**config.mk**
```make
export PLATFORM = sky130hd
export DESIGN_NAME = riscv_multicycle_ctrl
export DESIGN_NICKNAME = d
export VERILOG_FILES = /design/src/rtl/rv_ctrl_pkg.sv /design/src/rtl/rv_mem_wait_timer.sv /design/src/rtl/riscv_multicycle_ctrl.sv
export SDC_FILE = /design/constraint.sdc
export NUM_CORES = 1
export LEC_CHECK = 0
export CAP_MARGIN = 15
export CORE_ASPECT_RATIO = 0.75
export CORE_MARGIN = 8
export CORE_UTILIZATION = 45
export CTS_BUF_LIST = sky130_fd_sc_hd__clkbuf_4
export DETAILED_ROUTE_END_ITERATION = 7
export GPL_TIMING_DRIVEN = 0
export PLACE_DENSITY = 0.72
export SLEW_MARGIN = 20
export SYNTH_ARGS = -nofsm -noshare
export SYNTH_HDL_FRONTEND = slang
export SYNTH_HIERARCHICAL = 1
export SYNTH_SLANG_ARGS = --single-unit
```
**constraint.sdc**
```tcl
create_clock -name clk -period 5.1 [get_ports clk]
set_clock_uncertainty 0.1 [all_clocks]
set_input_delay 1.02 -clock clk [delete_from_list [all_inputs] [get_ports clk]]
set_output_delay 1.02 -clock clk [all_outputs]
set_load 0.01 [all_outputs]
```
**src/rtl/rv_ctrl_pkg.sv**
```systemverilog
// Shared definitions for the RV32I multi-cycle control FSM:
// opcodes, state encoding, datapath select codes and the control bundle.
package rv_ctrl_pkg;

   // RV32I major opcodes handled by the controller
   localparam logic [6:0] OP_R      = 7'b0110011;
   localparam logic [6:0] OP_I_ALU  = 7'b0010011;
   localparam logic [6:0] OP_LOAD   = 7'b0000011;
   localparam logic [6:0] OP_STORE  = 7'b0100011;
   localparam logic [6:0] OP_BRANCH = 7'b1100011;
   localparam logic [6:0] OP_JAL    = 7'b1101111;
   localparam logic [6:0] OP_JALR   = 7'b1100111;
   localparam logic [6:0] OP_LUI    = 7'b0110111;

   // ALU operand A select
   localparam logic [1:0] SRCA_PC    = 2'b00;
   localparam logic [1:0] SRCA_OLDPC = 2'b01;
   localparam logic [1:0] SRCA_RS1   = 2'b10;

   // ALU operand B select
   localparam logic [1:0] SRCB_RS2   = 2'b00;
   localparam logic [1:0] SRCB_IMM   = 2'b01;
   localparam logic [1:0] SRCB_FOUR  = 2'b10;

   // ALU operation class
   localparam logic [1:0] ALUOP_ADD   = 2'b00;
   localparam logic [1:0] ALUOP_SUB   = 2'b01;
   localparam logic [1:0] ALUOP_FUNCT = 2'b10;

   // Result / writeback select
   localparam logic [1:0] RES_ALUOUT = 2'b00;
   localparam logic [1:0] RES_MEM    = 2'b01;
   localparam logic [1:0] RES_ALU    = 2'b10;

   typedef enum logic [3:0] {
      S_FETCH    = 4'd0,
      S_DECODE   = 4'd1,
      S_EXEC_R   = 4'd2,
      S_EXEC_I   = 4'd3,
      S_ALU_WB   = 4'd4,
      S_MEM_ADDR = 4'd5,
      S_MEM_RD   = 4'd6,
      S_MEM_WB   = 4'd7,
      S_MEM_WR   = 4'd8,
      S_BRANCH   = 4'd9,
      S_JAL      = 4'd10,
      S_JALR     = 4'd11,
      S_JAL_WB   = 4'd12,
      S_LUI      = 4'd13,
      S_ERROR    = 4'd14
   } state_t;

   typedef struct packed {
      logic       pc_write;
      logic       branch;
      logic       ir_write;
      logic       mem_req;
      logic       mem_we;
      logic       i_or_d;
      logic [1:0] alu_src_a;
      logic [1:0] alu_src_b;
      logic [1:0] alu_op;
      logic [1:0] result_src;
      logic       reg_write;
   } ctrl_t;

endpackage

```
**src/rtl/rv_mem_wait_timer.sv**
```systemverilog
// Memory handshake watchdog: counts cycles spent waiting on mem_ready and
// flags expiry on the cycle whose wait would make the count reach TIMEOUT.
module rv_mem_wait_timer #(
   parameter int TIMEOUT = 255,
   parameter int CNT_W   = 8
) (
   input  logic clk,
   input  logic rst,
   input  logic wait_cyc,
   input  logic clr,
   output logic expire
);

   localparam logic             ENABLE = (TIMEOUT != 0);
   localparam logic [CNT_W-1:0] LAST   = CNT_W'(TIMEOUT - 1);

   logic [CNT_W-1:0] cnt;

   // Saturating increment so a disabled watchdog never wraps
   function automatic logic [CNT_W-1:0] sat_inc(input logic [CNT_W-1:0] v);
      return (&v) ? v : v + 1'b1;
   endfunction

   // Wait counter: cleared on completion or state change, advanced while stalled
   always_ff @(posedge clk) begin
      if (rst || clr) begin
         cnt <= '0;
      end else if (wait_cyc) begin
         cnt <= sat_inc(cnt);
      end
   end

   // A stalled cycle with TIMEOUT-1 waits already counted is the TIMEOUT-th wait
   assign expire = ENABLE && wait_cyc && (cnt == LAST);

endmodule

```
**src/rtl/riscv_multicycle_ctrl.sv**
```systemverilog
// Multi-cycle control FSM for the RV32I datapath. Sequences fetch, decode,
// execute, memory and writeback over a shared memory with a ready handshake,
// and raises sticky flags for illegal opcodes and memory timeouts.
module riscv_multicycle_ctrl #(
   parameter int OPCODE_W = 7,
   parameter int ALUOP_W  = 2,
   parameter int TIMEOUT  = 255,
   parameter int CNT_W    = 8
) (
   input  logic                clk,
   input  logic                rst,
   input  logic [OPCODE_W-1:0] opcode,
   input  logic                mem_ready,
   output logic                pc_write,
   output logic                branch,
   output logic                ir_write,
   output logic                mem_req,
   output logic                mem_we,
   output logic                i_or_d,
   output logic [1:0]          alu_src_a,
   output logic [1:0]          alu_src_b,
   output logic [ALUOP_W-1:0]  alu_op,
   output logic [1:0]          result_src,
   output logic                reg_write,
   output logic                illegal,
   output logic                timeout
);

   import rv_ctrl_pkg::*;

   state_t     state;
   state_t     state_n;
   ctrl_t      c;
   logic [6:0] op;
   logic       dec_bad;
   logic       expire;
   logic       wait_cyc;
   logic       illegal_q;
   logic       timeout_q;

   assign op       = 7'(opcode);
   assign wait_cyc = c.mem_req & ~mem_ready;

   rv_mem_wait_timer #(
      .TIMEOUT (TIMEOUT),
      .CNT_W   (CNT_W)
   ) u_timer (
      .clk      (clk),
      .rst      (rst),
      .wait_cyc (wait_cyc),
      .clr      (mem_ready | (state_n != state)),
      .expire   (expire)
   );

   // State register: reset abandons any access and restarts at FETCH
   always_ff @(posedge clk) begin
      if (rst) begin
         state <= S_FETCH;
      end else begin
         state <= state_n;
      end
   end

   // Sticky error flags, cleared only by reset
   always_ff @(posedge clk) begin
      if (rst) begin
         illegal_q <= 1'b0;
         timeout_q <= 1'b0;
      end else begin
         if (dec_bad) illegal_q <= 1'b1;
         if (expire)  timeout_q <= 1'b1;
      end
   end

   // Next-state logic; a watchdog expiry overrides a stalled memory state
   always_comb begin
      state_n = state;
      dec_bad = 1'b0;
      case (state)
         S_FETCH:    if (mem_ready) state_n = S_DECODE;
         S_DECODE: begin
            case (op)
               OP_R:               state_n = S_EXEC_R;
               OP_I_ALU:           state_n = S_EXEC_I;
               OP_LOAD, OP_STORE:  state_n = S_MEM_ADDR;
               OP_BRANCH:          state_n = S_BRANCH;
               OP_JAL:             state_n = S_JAL;
               OP_JALR:            state_n = S_JALR;
               OP_LUI:             state_n = S_LUI;
               default: begin
                  state_n = S_ERROR;
                  dec_bad = 1'b1;
               end
            endcase
         end
         S_EXEC_R, S_EXEC_I, S_LUI:  state_n = S_ALU_WB;
         S_ALU_WB, S_MEM_WB, S_BRANCH, S_JAL, S_JAL_WB:
                                     state_n = S_FETCH;
         S_MEM_ADDR: state_n = (op == OP_STORE) ? S_MEM_WR : S_MEM_RD;
         S_MEM_RD:   if (mem_ready) state_n = S_MEM_WB;
         S_MEM_WR:   if (mem_ready) state_n = S_FETCH;
         S_JALR:     state_n = S_JAL_WB;
         S_ERROR:    state_n = S_ERROR;
         default:    state_n = S_ERROR;
      endcase
      if (expire) state_n = S_ERROR;
   end

   // Output decode; everything is held low while rst is asserted so nothing
   // is requested before the state register has been initialised
   always_comb begin
      c = '0;
      case (state)
         S_FETCH: begin
            c.mem_req   = 1'b1;
            c.i_or_d    = 1'b0;
            c.alu_src_a = SRCA_PC;
            c.alu_src_b = SRCB_FOUR;
            c.alu_op    = ALUOP_ADD;
            c.ir_write  = mem_ready;
            c.pc_write  = mem_ready;
         end
         S_DECODE: begin
            c.alu_src_a = SRCA_OLDPC;
            c.alu_src_b = SRCB_IMM;
            c.alu_op    = ALUOP_ADD;
         end
         S_EXEC_R: begin
            c.alu_src_a = SRCA_RS1;
            c.alu_src_b = SRCB_RS2;
            c.alu_op    = ALUOP_FUNCT;
         end
         S_EXEC_I: begin
            c.alu_src_a = SRCA_RS1;
            c.alu_src_b = SRCB_IMM;
            c.alu_op    = ALUOP_FUNCT;
         end
         S_ALU_WB: begin
            c.reg_write  = 1'b1;
            c.result_src = RES_ALUOUT;
         end
         S_MEM_ADDR, S_LUI: begin
            c.alu_src_a = SRCA_RS1;
            c.alu_src_b = SRCB_IMM;
            c.alu_op    = ALUOP_ADD;
         end
         S_MEM_RD: begin
            c.mem_req = 1'b1;
            c.i_or_d  = 1'b1;
         end
         S_MEM_WB: begin
            c.reg_write  = 1'b1;
            c.result_src = RES_MEM;
         end
         S_MEM_WR: begin
            c.mem_req = 1'b1;
            c.mem_we  = 1'b1;
            c.i_or_d  = 1'b1;
         end
         S_BRANCH: begin
            c.alu_src_a  = SRCA_RS1;
            c.alu_src_b  = SRCB_RS2;
            c.alu_op     = ALUOP_SUB;
            c.result_src = RES_ALUOUT;
            c.branch     = 1'b1;
         end
         S_JAL: begin
            c.alu_src_a  = SRCA_OLDPC;
            c.alu_src_b  = SRCB_FOUR;
            c.alu_op     = ALUOP_ADD;
            c.result_src = RES_ALUOUT;
            c.pc_write   = 1'b1;
            c.reg_write  = 1'b1;
         end
         S_JALR: begin
            c.alu_src_a  = SRCA_RS1;
            c.alu_src_b  = SRCB_IMM;
            c.alu_op     = ALUOP_ADD;
            c.result_src = RES_ALU;
            c.pc_write   = 1'b1;
         end
         S_JAL_WB: begin
            // ALUOut now holds the jump target, so the link value oldPC+4
            // is recomputed here and written straight from the ALU result
            c.alu_src_a  = SRCA_OLDPC;
            c.alu_src_b  = SRCB_FOUR;
            c.alu_op     = ALUOP_ADD;
            c.result_src = RES_ALU;
            c.reg_write  = 1'b1;
         end
         default: c = '0;
      endcase
      if (rst) c = '0;
   end

   assign pc_write   = c.pc_write;
   assign branch     = c.branch;
   assign ir_write   = c.ir_write;
   assign mem_req    = c.mem_req;
   assign mem_we     = c.mem_we;
   assign i_or_d     = c.i_or_d;
   assign alu_src_a  = c.alu_src_a;
   assign alu_src_b  = c.alu_src_b;
   assign alu_op     = ALUOP_W'(c.alu_op);
   assign result_src = c.result_src;
   assign reg_write  = c.reg_write;
   assign illegal    = illegal_q;
   assign timeout    = timeout_q;

endmodule

```
Word-level counts from Yosys, hierarchy flattened
Index checks and enable logic that the tools add are counted.
Word-level totals
  ROM bits: 0
  bits in latches: 0
  bits in registers: 14
  input port bits: 10
  bits in writable memories: 0
  logic and storage cells: 67
  memories kept: 0
Cells by class
  eq/ne operators: 23
  magnitude comparators: 0
  muxes and demuxes: 19
  add/subtract/negate cells: 1
  shift operators: 0
  bitwise logic cells: 4
  multiply operators: 0
  reductions and logical operators: 16
  divide/modulo/power cells: 0
Operators with widths (number)
  one-hot mux 6 bit (7 select lines): 1
  one-hot mux 4 bit (8 select lines): 1
  one-hot mux 4 bit (7 select lines): 1
  == test 4 bit (second input constant): 6
  == test 7 x 6 -> 1 bit (second input constant): 3
  == test 7 bit (second input constant): 3
  two-way mux 4 bit: 5
  == test 4 x 3 -> 1 bit (second input constant): 4
  two-way mux 15 bit: 1
  OR reduction 2 bit: 5
  OR reduction 3 bit: 3
  adder 8 x 1 -> 8 bit (second input constant): 1
  == test 4 x 2 -> 1 bit (second input constant): 2
  == test 8 bit (second input constant): 1
  two-way mux 1 bit: 8
  AND reduction 8 bit: 1
  OR reduction 8 bit: 1
  == test 7 x 2 -> 1 bit (second input constant): 1
  == test 7 x 5 -> 1 bit (second input constant): 1
  OR reduction 5 bit: 1
  == test 4 x 1 -> 1 bit (second input constant): 1
  logical NOT 4 bit: 1
  inequality test 4 bit: 1
  one-hot mux 2 bit (2 select lines): 1
  other kinds (8): 9

Longest topological paths before layout
Gate-level depths: netlist of run 1.
  depth in word-level cells: 10
  depth in mapped cells: 13
  depth with buffers taken out: 13

Cells and area by module
Netlist of run 1, hierarchy kept.
By module, submodules not included
  riscv_multicycle_ctrl: instances 1, area an instance 803.3 µm², cells each 119
  rv_mem_wait_timer: instances 1, area an instance 475.5 µm², cells each 52

Worst setup path after synthesis of run 1
OpenSTA, ideal clock, no wires.
  path kind: input-to-reg
  start: input port rst
  end: register u_timer.cnt[7]
  buffers on the path: 1
  stages: 11
  slack: 1.343 ns
  arrival: 3.569 ns
  data required time: 4.912 ns
  cells stage by stage: clkbuf_1 a211oi_1 nor2b_1 and3_1 and3_1 nor2_1 a21oi_1 a31oi_1 or4_1 or2_2 a311oi_2
On the way
  cells in the longest elaborated chain, start to end: 7
RTL lines
  from (decl): line riscv_multicycle_ctrl.sv:11  | input logic rst,
  two-way mux 15 bit: line riscv_multicycle_ctrl.sv:193  | if (rst) c = '0;
  named net mem_req: line riscv_multicycle_ctrl.sv:17  | output logic mem_req,
  AND 1 bit: line riscv_multicycle_ctrl.sv:42  | assign wait_cyc = c.mem_req & ~mem_ready;
  named net wait_cyc: line riscv_multicycle_ctrl.sv:37  | logic wait_cyc;
  logical AND 1 bit: line rv_mem_wait_timer.sv:34  | assign expire = ENABLE && wait_cyc && (cnt == LAST);
  named net expire: line riscv_multicycle_ctrl.sv:36  | logic expire;
  two-way mux 4 bit: line riscv_multicycle_ctrl.sv:106  | if (expire) state_n = S_ERROR;
  inequality test 4 bit: line riscv_multicycle_ctrl.sv:51  | .clr (mem_ready | (state_n != state)),
  bitwise OR 1 bit: line riscv_multicycle_ctrl.sv:51
  logical OR 1 bit: line rv_mem_wait_timer.sv:26  | if (rst || clr) begin
  to (signal assigned): line rv_mem_wait_timer.sv:29  | cnt <= sat_inc(cnt);
  to (decl): line rv_mem_wait_timer.sv:17  | logic [CNT_W-1:0] cnt;
The timed path passes the listed nets, and every way through them passes these cells.
A chain may end at the register's enable or synchronous reset.

Final worst setup path of run 1
  start: input port rst
  end: register u_timer.cnt[4]
On the way
  cells in the longest elaborated chain, start to end: 7
RTL lines (line)
  two-way mux 15 bit: riscv_multicycle_ctrl.sv:193
  AND 1 bit: riscv_multicycle_ctrl.sv:42
  named net wait_cyc: riscv_multicycle_ctrl.sv:37
  logical AND 1 bit: rv_mem_wait_timer.sv:34
  named net expire: riscv_multicycle_ctrl.sv:36
  two-way mux 4 bit: riscv_multicycle_ctrl.sv:106
  inequality test 4 bit: riscv_multicycle_ctrl.sv:51
  bitwise OR 1 bit: riscv_multicycle_ctrl.sv:51
  logical OR 1 bit: rv_mem_wait_timer.sv:26
The timed path passes the listed nets, and every way through them passes these cells.

==> results.json, run 1 <==
{
  "cts.repair.resized": 0,
  "path_class": "input pin to register",
  "syn_area_um2": 1280,
  "n_antenna_cell": 0,
  "dr_total_vias": 1385,
  "met3_usage_pct": 6.75,
  "h-tree-depth": 1,
  "antenna_found_initial": 0,
  "post_cts_buffers": 0,
  "ios": 27,
  "area_growth_pct": 24.9,
  "synth_area_leader_cell": "dfxtp_1",
  "yosysUniqueCellTypes": 54,
  "syn_nets": 183,
  "worstSetupStartpointType": "input pin",
  "max_slew_margin_pct": 71.2,
  "ys_warn_count": 6,
  "hold_class": "register to register",
  "cts_tree": "done",
  "synth_edf_count": 0,
  "regToRegEndpoint": "u_timer/cnt[4]$_SDFFE_PP0P_",
  "worstPathRequired_ns": 5.19,
  "cts_made_buffers": 3,
  "synth.top_cells.by_area": "dfxtp_1 (22%), nor2_1 (6.2%), nand2_1 (5.6%), a21oi_1 (4.7%), a31oi_1 (3.4%)",
  "syn_avg_cell_area_um2": 7.48,
  "maxCapViolCount": 0,
  "reg2reg_depth": 12,
  "grt_usage_pct": 15.1,
  "slowest_delay_ns": 0.60,
  "synth_top_flop_cell": "dfxtp_1",
  "io_buffers": 25,
  "ys_seq_area_share_pct": 21.9,
  "clkTransAtPathRegs_ns": 0.08,
  "grt_max_degree": 11,
  "worstPathArrival_ns": 4.48,
  "path_max_fanout": 10,
  "r2r_start": "state[2]$_SDFF_PP0_",
  "regToRegSetupSlack_ns": 1.43,
  "final-hold-violation-count": 0,
  "worst-slew-pin-transition_ns": 0.428,
  "fmax_mhz": 228,
  "grt_setup_unrepaired": "false",
  "ir_worst_vdd_mv": 0.0932,
  "grt_overflow": 0,
  "use_met2_pct": 21.2,
  "fp.coreArea_um2": 2660,
  "hold_end": "illegal$_SDFFE_PP0P_",
  "synth_top_area_share_pct": 21.9,
  "viasPerCell": 5.89,
  "final_common_cell": "clkdlybuf4s50_1",
  "crit_chain": "clkdlybuf4s50_1 -> clkbuf_1 -> a211oi_1 -> nor2b_1 -> and3_1 -> and3_1 -> nor2_1 -> a21oi_1 -> a31oi_1 -> or4_1 -> or2_2 -> a211oi_1",
  "drtIter0Drc": 102,
  "report.final.slew_viol_count": 0,
  "gr-max-usage-layer": "met2",
  "dp_hpwl_mm": 2.81,
  "post-route-min-period_ns": 4.40,
  "cts_buffer_depth": 2,
  "cts_num_sinks": 14,
  "routed_wirelength_mm": 3.66,
  "die_x_um": 77.6,
  "setup_viol": 0,
  "hp-start": "illegal$_SDFFE_PP0P_",
  "drive_gt1_share_pct": 11.6,
  "cp-end-kind": "register",
  "route.detailed.drc": 0,
  "rows": 16,
  "holdBufCountCts": 0,
  "finalNetCount": 213,
  "ant_nets": 0,
  "insertion_delay_ns": 0.28,
  "tns_ns": 0,
  "firstDrtPassIters": 4,
  "layout_common_cells": "clkdlybuf4s50_1 (25), nor2_1 (21), nand2_1 (19)",
  "min_period_over_period_pct": 86.2,
  "initial_core_util_pct": 48.0,
  "holdPathStages": 1,
  "synth-seq-cells": 14,
  "die_h_um": 62.2,
  "wl_per_cell_um": 15.6,
  "outcome": "completed",
  "synthCells": 171,
  "power.density_nw_per_um2": 187,
  "grt_pass1_wl_mm": 6.15,
  "dieArea_um2": 4820,
  "slowest_stage": "or4_1",
  "clock_tree.root_cell": "clkbuf_4",
  "p_leak_nw": 0.581,
  "fin_util_pct": 60.0,
  "use_met1_pct": 20.0,
  "async_flop_share_pct": 0,
  "first_global_vias": 1286,
  "globalplace.congestion": 0.846
}
worst max-delay path, delay by kind of cell:
family | cells | cell delay (ns)
AOI/OAI and AO/OA | 4 | 0.72
and+or+nand+nor | 6 | 1.98
buffers and inverters | 2 | 0.77
layout make-up:
cell class,count,area (um^2)
timing repair buffer,25,250
inverter,3,11.3
buffer,10,62.6
sequential,14,280
multi-input combinational,144,925
tap,36,45.0
fill,261,1070
clock buffer,3,22.5
layer usage:
| metal | up-vias | wire length, um |
|---|---|---|
| met2 | 67 | 1520 |
| met3 | 2 | 435 |
| met1 | 636 | 1660 |
| met5 | - | 0 |
| li1 | 680 | - |
| met4 | 0 | 36 |
report_power, final:
| group | internal (mW) | total (mW) | switching [mW] |
|---|---|---|---|
| registers | 0.113 | 0.118 | 0.00484 |
| logic | 0.0548 | 0.117 | 0.0624 |
| clock network | 0.0274 | 0.0628 | 0.0354 |
| total | 0.195 | 0.298 | 0.103 |
per-stage QoR:
| step | hold WS [ns] | power (mW) | setup slack [ns] | area, um^2 | instances |
|---|---|---|---|---|---|
| 2_1_floorplan | 0.373 | 0.194 | 1.34 | 1280 | 171 |
| 3_3_place_gp | 0.361 | 0.233 | 0.532 | 1570 | 232 |
| 3_5_place_dp | 0.364 | 0.236 | 0.445 | 1570 | 232 |
| 4_1_cts | 0.389 | 0.300 | 0.749 | 1600 | 235 |
| 5_1_grt | 0.411 | 0.319 | 0.466 | 1600 | 235 |
| 6_report | 0.386 | 0.298 | 0.704 | 1600 | 235 |
flip-flops by register name (all words and copies together) (netlist names):
signal       cells
u_timer/cnt      8
state            4
timeout          1
illegal          1
Yosys cell counts (4+ instances only):
| library cell | count |
|---|---|
| mux2i_1 | 4 |
| nand2_1 | 19 |
| dfxtp_1 | 14 |
| a211oi_1 | 4 |
| a31oi_1 | 7 |
| nand2b_1 | 6 |
| a21o_1 | 4 |
| nand3_1 | 7 |
| nor2_1 | 21 |
| o21ai_0 | 4 |
| a21oi_1 | 12 |
| nor2b_1 | 7 |
| nor3_1 | 4 |
cell families after synthesis:
kind of cell / Yosys count / synth area share, %
AO/OA/AOI/OAI: 46 / 26.5
buffers and inverters: 13 / 5.77
XOR/XNOR: 2 / 1.37
multiplexers: 4 / 3.13
adder cells (fa/ha/maj): 2 / 1.96
AND/OR/NAND/NOR: 90 / 39.3
flip-flops: 14 / 21.9
how the worst max path moves through the flow:
stage / from / slack [ns] / endpoint
after global placement: rst / 0.53 / u_timer/cnt[3]$_SDFFE_PP0P_
final: rst / 0.70 / u_timer/cnt[4]$_SDFFE_PP0P_
after CTS: rst / 0.75 / u_timer/cnt[7]$_SDFFE_PP0P_
after detailed placement: rst / 0.44 / u_timer/cnt[4]$_SDFFE_PP0P_
after floorplan: rst / 1.34 / u_timer/cnt[7]$_SDFFE_PP0P_
after global routing: rst / 0.47 / u_timer/cnt[3]$_SDFFE_PP0P_
Power figures use the tool's default switching activity.
==> run 2: changes to the inputs <==
Settings changed: CORE_ASPECT_RATIO 0.75 to default.
==> results.json, run 2 (synthesis results as in run 1) <==
{
  "outcome": "completed",
  "dieArea_um2": 4800,
  "drive_gt1_share_pct": 11.5,
  "worst-slew-pin-transition_ns": 0.425,
  "finalNetCount": 213,
  "die_x_um": 69.3,
  "firstDrtPassIters": 4,
  "max_slew_margin_pct": 71.6,
  "fp.coreArea_um2": 2730,
  "path_max_fanout": 10,
  "regToRegEndpoint": "u_timer/cnt[3]$_SDFFE_PP0P_",
  "ant_nets": 0,
  "grt_pass1_wl_mm": 5.75,
  "use_met2_pct": 25.1,
  "insertion_delay_ns": 0.28,
  "hold_class": "register to register",
  "worst-path-buf-inv": 2,
  "clkTransAtPathRegs_ns": 0.09,
  "worstPathArrival_ns": 4.46,
  "antenna_found_initial": 0,
  "gr-max-usage-layer": "met2",
  "io_buffers": 25,
  "fin_cells": 231,
  "largest-register": "u_timer/cnt",
  "post-route-min-period_ns": 4.34,
  "dr_total_vias": 1350,
  "wl_per_cell_um": 14.7,
  "cts_buffer_depth": 2,
  "setup_viol": 0,
  "final_common_cell": "clkdlybuf4s50_1",
  "fmax_mhz": 230,
  "setup_slack_ns": 0.759,
  "holdPathStages": 2,
  "regToRegSetupSlack_ns": 1.45,
  "route.detailed.drc": 0,
  "cts_made_buffers": 3,
  "maxCapViolCount": 0,
  "routed_wirelength_mm": 3.39,
  "grt_setup_unrepaired": "false",
  "die_h_um": 69.3,
  "clock_tree.root_cell": "clkbuf_4",
  "min_period_over_period_pct": 85.1,
  "slowest_stage": "or4_1",
  "dp_cells": 227,
  "placed_cell_area_um2": 1570,
  "ios": 27,
  "post_cts_buffers": 0,
  "grt_overflow": 0,
  "fin_util_pct": 58.3,
  "p_leak_nw": 0.582,
  "use_met1_pct": 14.8,
  "met3_usage_pct": 3.86,
  "cts.repair.resized": 0,
  "post-route-cell-area_um2": 1590,
  "final-hold-violation-count": 0,
  "largest_register_ffs": 8,
  "fillers": 269,
  "area_growth_pct": 24.7,
  "hp-start": "timeout$_SDFFE_PP0P_",
  "hold_end": "timeout$_SDFFE_PP0P_",
  "holdBufCountCts": 0,
  "path_class": "input pin to register",
  "cp-end-kind": "register",
  "crit_chain": "clkdlybuf4s50_1 -> clkbuf_1 -> a211oi_1 -> nor2b_1 -> and3_1 -> and3_1 -> nor2_1 -> a21oi_1 -> a31oi_1 -> or4_1 -> nor2_1 -> o21ai_0 -> a31oi_1",
  "power.density_nw_per_um2": 188,
  "dp_hpwl_mm": 2.64,
  "globalplace.congestion": 0.853,
  "cts_num_sinks": 14,
  "n_antenna_cell": 0,
  "ir_worst_vdd_mv": 0.186,
  "reg2reg_depth": 13,
  "reg_top3": "u_timer/cnt x8, state x4",
  "first_global_vias": 1344,
  "grt_max_degree": 11,
  "cts_tree": "done",
  "h-tree-depth": 1,
  "tns_ns": 0,
  "grt_usage_pct": 13.6,
  "post-place-ws_ns": 0.497,
  "initial_core_util_pct": 46.8,
  "report.final.slew_viol_count": 0,
  "slowest_delay_ns": 0.58,
  "drtIter0Drc": 68,
  "viasPerCell": 5.84,
  "layout_common_cells": "clkdlybuf4s50_1 (25), nor2_1 (21), nand2_1 (19)",
  "worstSetupStartpointType": "input pin",
  "worstPathRequired_ns": 5.22,
  "crit_family": "simple AND/OR/NAND/NOR gates",
  "rows": 19,
  "r2r_start": "state[0]$_SDFF_PP0_"
}
## run 2: cell types whose count changed in the layout (fill, tap and decap cells not counted), sizes merged
cell | previous run | this run
clkinv | 0 | 1
## run 2: layout make-up
| type | instances | area (um^2) | area share (%) |
|---|---|---|---|
| Tap cell | 31 | 38.8 | 2.43 |
| Sequential cell | 14 | 280 | 17.6 |
| Inverter | 3 | 11.3 | 0.706 |
| Clock inverter | 1 | 3.75 | 0.235 |
| Buffer | 10 | 62.6 | 3.92 |
| Multi-Input combinational cell | 144 | 925 | 58.0 |
| Clock buffer | 3 | 22.5 | 1.41 |
| Timing Repair Buffer | 25 | 250 | 15.7 |
## run 2: layer usage
| layer | vias up | wire length [um] |
|---|---|---|
| met1 | 626 | 1500 |
| met2 | 31 | 1730 |
| met3 | 4 | 132 |
| met5 | - | 0 |
| li1 | 689 | - |
| met4 | 0 | 22 |
## run 2: stage by stage
step           total power [mW]  hold WS (ns)
2_1_floorplan             0.194         0.373
3_3_place_gp              0.233         0.352
3_5_place_dp              0.234         0.371
4_1_cts                   0.302         0.395
5_1_grt                   0.318         0.437
6_report                  0.300         0.384
## run 2: power by group
part           internal (mW)  leakage (nW)  switching [mW]
registers              0.113         0.113         0.00478
logic                 0.0548         0.454          0.0602
clock network         0.0284        0.0154          0.0385
## run 2: worst max-delay path by stage
stage	start	cells past startpoint	to	slack [ns]
after global routing	rst	13	u_timer/cnt[3]$_SDFFE_PP0P_	0.50
final	rst	13	u_timer/cnt[3]$_SDFFE_PP0P_	0.76
after CTS	rst	12	u_timer/cnt[7]$_SDFFE_PP0P_	0.79
after global placement	rst	12	u_timer/cnt[7]$_SDFFE_PP0P_	0.53
after floorplan	rst	11	u_timer/cnt[7]$_SDFFE_PP0P_	1.34
after detailed placement	rst	12	u_timer/cnt[7]$_SDFFE_PP0P_	0.50
## run 2: worst register-to-register path, stage by stage, from the launching register on
cell and delay, ns:
dfxtp_1 0.37, buf_6 0.17, clkbuf_1 0.21, a211oi_1 0.38, nor2b_1 0.43, and3_1 0.21
and3_1 0.28, nor2_1 0.09, a21oi_1 0.14, a31oi_1 0.05, or4_1 0.58, nor2_1 0.30
o21ai_0 0.14, a31oi_1 0.14
